<file path="src/rtl/operand_pkg.sv">
// rtl/operand_pkg.sv - shared types and bus-width constants for the operand datapath
package operand_pkg;

  // Shared with the add/sub operand mux so both ends agree on bus width.
  localparam int OPERAND_WIDTH = 3;
  localparam int PAIR_CNT_W    = 8;

  typedef enum logic [1:0] {
    LOAD_X,
    LOAD_Y,
    HOLD
  } demux_state_t;

endpackage

</file>
<file path="src/rtl/operand_demux_if.sv">
// rtl/operand_demux_if.sv - operand input stream and completed-pair output bundle
interface operand_demux_if #(
  parameter int WIDTH = operand_pkg::OPERAND_WIDTH,
  parameter int CNT_W = operand_pkg::PAIR_CNT_W
);
  logic [WIDTH:0]   in_data;
  logic             in_valid;
  logic             in_ready;
  logic             sub_in;
  logic             clear;
  logic [WIDTH:0]   X;
  logic [WIDTH:0]   Y;
  logic             Sub;
  logic             pair_valid;
  logic             pair_ready;
  logic [CNT_W-1:0] pair_count;

  modport master (
    output in_data, in_valid, sub_in, clear, pair_ready,
    input  in_ready, X, Y, Sub, pair_valid, pair_count
  );

  modport slave (
    input  in_data, in_valid, sub_in, clear, pair_ready,
    output in_ready, X, Y, Sub, pair_valid, pair_count
  );
endinterface

</file>
<file path="src/rtl/operand_demux.sv">
// rtl/operand_demux.sv - steers an operand stream into X/Y registers and hands off the pair
module operand_demux
  import operand_pkg::*;
#(
  parameter int WIDTH = OPERAND_WIDTH,
  parameter int CNT_W = PAIR_CNT_W
) (
  input logic            clk,
  input logic            reset,
  operand_demux_if.slave bus
);

  demux_state_t     state_q;
  demux_state_t     state_d;
  logic [WIDTH:0]   x_q;
  logic [WIDTH:0]   y_q;
  logic             sub_q;
  logic [CNT_W-1:0] cnt_q;
  logic             ready;
  logic             load_x;
  logic             load_y;
  logic             consume;

  always_comb begin
    state_d = state_q;
    ready   = 1'b0;
    load_x  = 1'b0;
    load_y  = 1'b0;
    consume = 1'b0;
    case (state_q)
      LOAD_X: begin
        ready = !bus.clear;
        if (bus.in_valid && ready) begin
          load_x  = 1'b1;
          state_d = LOAD_Y;
        end
      end
      LOAD_Y: begin
        ready = !bus.clear;
        if (bus.in_valid && ready) begin
          load_y  = 1'b1;
          state_d = HOLD;
        end
      end
      HOLD: begin
        // Only a consumed pair frees the X register for a back-to-back load.
        ready = bus.pair_ready && !bus.clear;
        if (bus.pair_ready && !bus.clear) begin
          consume = 1'b1;
          if (bus.in_valid) begin
            load_x  = 1'b1;
            state_d = LOAD_Y;
          end else begin
            state_d = LOAD_X;
          end
        end
      end
      default: state_d = LOAD_X;
    endcase
    if (bus.clear) begin
      state_d = LOAD_X;
    end
  end

  always_ff @(posedge clk) begin
    if (reset) begin
      state_q <= LOAD_X;
      x_q     <= '0;
      y_q     <= '0;
      sub_q   <= 1'b0;
      cnt_q   <= '0;
    end else begin
      state_q <= state_d;
      if (load_x) begin
        x_q <= bus.in_data;
      end
      if (load_y) begin
        y_q   <= bus.in_data;
        sub_q <= bus.sub_in;
      end
      if (consume) begin
        cnt_q <= cnt_q + CNT_W'(1);
      end
    end
  end

  assign bus.in_ready   = ready;
  assign bus.X          = x_q;
  assign bus.Y          = y_q;
  assign bus.Sub        = sub_q;
  assign bus.pair_valid = (state_q == HOLD);
  assign bus.pair_count = cnt_q;

endmodule
</file>
<file path="src/flat_wrapper.sv">
// flat-port wrapper written by rule: the top's interface ports become plain ports
module operand_demux_flat import operand_pkg::*;
#(
  parameter int WIDTH = OPERAND_WIDTH,
  parameter int CNT_W = PAIR_CNT_W
)
  (clk, reset, bus_in_data, bus_in_valid, bus_sub_in, bus_clear, bus_pair_ready, bus_in_ready, bus_X, bus_Y, bus_Sub, bus_pair_valid, bus_pair_count);
  operand_demux_if #(.WIDTH(WIDTH), .CNT_W(CNT_W)) bus_i ();
  input logic clk;
  input logic reset;
  input wire logic [$bits(bus_i.in_data)-1:0] bus_in_data;
  input wire logic [$bits(bus_i.in_valid)-1:0] bus_in_valid;
  input wire logic [$bits(bus_i.sub_in)-1:0] bus_sub_in;
  input wire logic [$bits(bus_i.clear)-1:0] bus_clear;
  input wire logic [$bits(bus_i.pair_ready)-1:0] bus_pair_ready;
  output wire logic [$bits(bus_i.in_ready)-1:0] bus_in_ready;
  output wire logic [$bits(bus_i.X)-1:0] bus_X;
  output wire logic [$bits(bus_i.Y)-1:0] bus_Y;
  output wire logic [$bits(bus_i.Sub)-1:0] bus_Sub;
  output wire logic [$bits(bus_i.pair_valid)-1:0] bus_pair_valid;
  output wire logic [$bits(bus_i.pair_count)-1:0] bus_pair_count;
  assign bus_i.in_data = bus_in_data;
  assign bus_i.in_valid = bus_in_valid;
  assign bus_i.sub_in = bus_sub_in;
  assign bus_i.clear = bus_clear;
  assign bus_i.pair_ready = bus_pair_ready;
  assign bus_in_ready = bus_i.in_ready;
  assign bus_X = bus_i.X;
  assign bus_Y = bus_i.Y;
  assign bus_Sub = bus_i.Sub;
  assign bus_pair_valid = bus_i.pair_valid;
  assign bus_pair_count = bus_i.pair_count;
  operand_demux #(.WIDTH(WIDTH), .CNT_W(CNT_W)) u_core (.clk(clk), .reset(reset), .bus(bus_i));
endmodule
</file>
<file path="config.mk">
export PLATFORM = sky130hd
export DESIGN_NAME = operand_demux_flat
export DESIGN_NICKNAME = d
export VERILOG_FILES = /design/src/rtl/operand_pkg.sv /design/src/rtl/operand_demux_if.sv /design/src/rtl/operand_demux.sv /design/src/flat_wrapper.sv
export SDC_FILE = /design/constraint.sdc
export NUM_CORES = 1
export LEC_CHECK = 0
export ABC_AREA = 1
export CAP_MARGIN = 20
export CORE_MARGIN = 3
export CORE_UTILIZATION = 43
export DETAILED_ROUTE_END_ITERATION = 8
export PLACE_DENSITY = 0.76
export SETUP_SLACK_MARGIN = 0.3
export SLEW_MARGIN = 0
export SYNTH_ARGS = -nofsm -noshare
export SYNTH_HDL_FRONTEND = slang
export SYNTH_SLANG_ARGS = --single-unit
export TNS_END_PERCENT = 50
</file>
<file path="constraint.sdc">
create_clock -name clk -period 1.15 [get_ports clk]
set_input_delay 0.1725 -clock clk [delete_from_list [all_inputs] [get_ports clk]]
set_output_delay 0.1725 -clock clk [all_outputs]
set_load 0.02 [all_outputs]
</file>
==> results_dict.tcl <==
set metrics [dict create \
    status "finished with violations" \
    violations "setup timing" \
    setup_viol_count_final 8 \
    root_buffer "clkbuf_4" \
    synth.distinct_cells 16 \
    post-route-min-period_ps 1249 \
    fin_ws_ps -99.18 \
    drc 0 \
    maxSlewHeadroom_pct 82.32 \
    grt-busiest-layer "met2" \
    final.setup_skew_ps 5.584 \
    ys.flop_type "dfxtp_1" \
    total_power_mw 1.213 \
    syn_avg_cell_area_um2 6.812 \
    die_w_um 50.68 \
    cts_max_path_buffers 2 \
    ys_warn_count 0 \
    stdcell_area_um2 1454 \
    rsz0062_at_grt "true" \
    synth-seq-area-share_pct 44.31 \
    cellPowerDensity_nw_per_um2 834.5 \
    tightest_slew_ps 264.5 \
    netlist_instances 126 \
    synth_nets 137 \
    die_h_um 50.68 \
    use_met1_pct 20.91 \
    die_area_um2 2568 \
    finalMaxSlewViolations 0 \
    synth_edf_count 0 \
    antenna_cells 0 \
    drt_iter0_drc 12 \
    nNetsFinal 184 \
    port_buffers 28 \
    cts_hold_buf 0 \
    fp-row-count 15 \
    met3_usage_pct 2.967 \
    maxCapViolations 0 \
    numCtsBuffers 3 \
    place_area_um2 1315 \
    grt_pass1_wl_um 3808 \
    critPathMaxFanout 5 \
    arrival_ps 1500 \
    fin_crit_sh_pct 108.6 \
    yosysMostFrequentCell "nor2_1" \
    netlist_area_um2 858.3 \
    cp-end-kind "flop" \
    numClockSinks 19 \
    grt.met2_usage_pct 36.74 \
    setup.worst_path.start_class "flop" \
    initial_core_util_pct 47.64 \
    clk_latency_ps 300 \
    dr.pass1.iters 4 \
    async_flop_share_pct 0 \
    grt_usage_pct 19.73 \
    hold-worst-slack_ps 361.3 \
    hold_class "input pin to flop" \
    p_leak_nw 0.6632 \
    finalHoldViolations 0 \
    antenna_found_initial 0 \
    drive_gt1_share_pct 47.67 \
    setup_tns_ps -302.4 \
    htreeDepth 1 \
    peakVddDrop_mv 0.7838 \
    grt_pass1_vias 897 \
    crit_required_ps 1400 \
    synthTopCellsByArea "dfxtp_1 44%, nor2_1 14%, nand2_1 12%" \
    routed_wl_um 2390 \
    vias_per_cell 4.807 \
    area_growth_pct 69.39 \
    routabilityCongestion 0.7850 \
    grt_overflow 0 \
    worstSetupPathType "flop to flop" \
    ant_nets 0 \
    yosysTopAreaCell "dfxtp_1" \
    clkTransAtPathRegs_ps 120 \
    grt_start_max_net_pins 18 \
    cts_tree "done" \
    hpwl_um 1638 \
    wire_per_inst_um 12.13 \
    dp_slack_ps -591.3 \
    synth_top_area_share_pct 44.31 \
    ioPinCount 29 \
    vias 947 \
    synth-seq-cells 19 \
    max_freq_mhz 800.5 \
    synth_common_cells "32 x nor2_1, 28 x nand2_1, 19 x dfxtp_1, 19 x inv_1, 9 x o21ai_0" \
    coreArea_um2 1802 \
]
power by group:
group          switching (mW)  internal [mW]  total [mW]
logic                  0.0904         0.0943       0.185
clock network           0.223          0.130       0.353
registers              0.0103          0.665       0.676
cells in the final DEF (no fill, tap or decap), drive strengths merged:
master         count
dlygate4sd2        1
buf               34
o21bai             1
inv               18
clkdlybuf4s50      7
nor3               3
clkbuf             3
clkinvlp           1
ha                 1
nand4              2
dlymetal6s2s       1
nand2             30
o21ai              9
dfxtp             19
clkinv             2
nand3              2
nor2              34
a21oi              4
what timing repair did:
action / CTS / global route
endpoints found under the setup margin: 38 / 38
endpoints found under the hold margin: 0 / 0
buffers inserted: 1 / 2
cloned: 0 / 0
gates resized for setup: 132 / 14
pin swaps: 10 / 7
registers in the layout (all words and copies together) (netlist names):
register,cells
u_core.bus.Y,4
u_core.bus.pair_count,8
u_core.state_q,2
u_core.bus.X,4
u_core.bus.Sub,1
path summary, 6_finish.rpt:
path / from / end / slack [ps] / cells after the start
max: u_core.state_q[0]$_SDFFE_PP0P_ / u_core.bus.pair_count[5]$_SDFFE_PP0P_ / -100 / 9
min: bus_pair_ready / u_core.state_q[1]$_SDFFE_PP0P_ / 360 / 5
max reg2reg: u_core.state_q[0]$_SDFFE_PP0P_ / u_core.bus.pair_count[5]$_SDFFE_PP0P_ / -100 / 9
min reg2reg: u_core.bus.Y[2]$_SDFFE_PP0P_ / u_core.bus.Y[2]$_SDFFE_PP0P_ / 530 / 2
layer usage:
metal,share of wire (%),vias up
met1,39,445
met2,55,18
met3,3.7,4
li1,-,480
met5,0,-
met4,2.3,0
worst max-delay path, cell delays in order (launching register included):
cell     delay [ps]
dfxtp_2         340
inv_2            70
nand2_4          70
buf_6           120
nor2_4          170
buf_4           150
nand4_1          80
nand2_1          80
inv_1            40
nor2_1           90
area by class of cell:
| class | instances | area, um2 |
|---|---|---|
| multi-input combinational | 86 | 467.9 |
| timing repair buffer | 43 | 430.4 |
| sequential | 19 | 412.9 |
| fill | 128 | 347.8 |
| inverter | 20 | 83.83 |
| tap | 25 | 31.28 |
| clock buffer | 3 | 22.52 |
| clock inverter | 1 | 5.005 |
logic make-up after synthesis:
family                   synth area share [%]
buffers and inverters                   9.183
AND/OR/NAND/NOR                         35.28
adder cells (fa/ha/maj)                 1.457
AO/OA/AOI/OAI                           9.767
flip-flops                              44.31
per-stage QoR:
step / std cells / utilization (%)
2_1_floorplan: 126 / -
3_3_place_gp: 190 / 72.99
3_5_place_dp: 190 / 72.99
4_1_cts: 195 / 77.57
5_1_grt: 197 / 80.69
6_report: 197 / 80.69
Note: power is estimated with default switching activity, not from simulation.
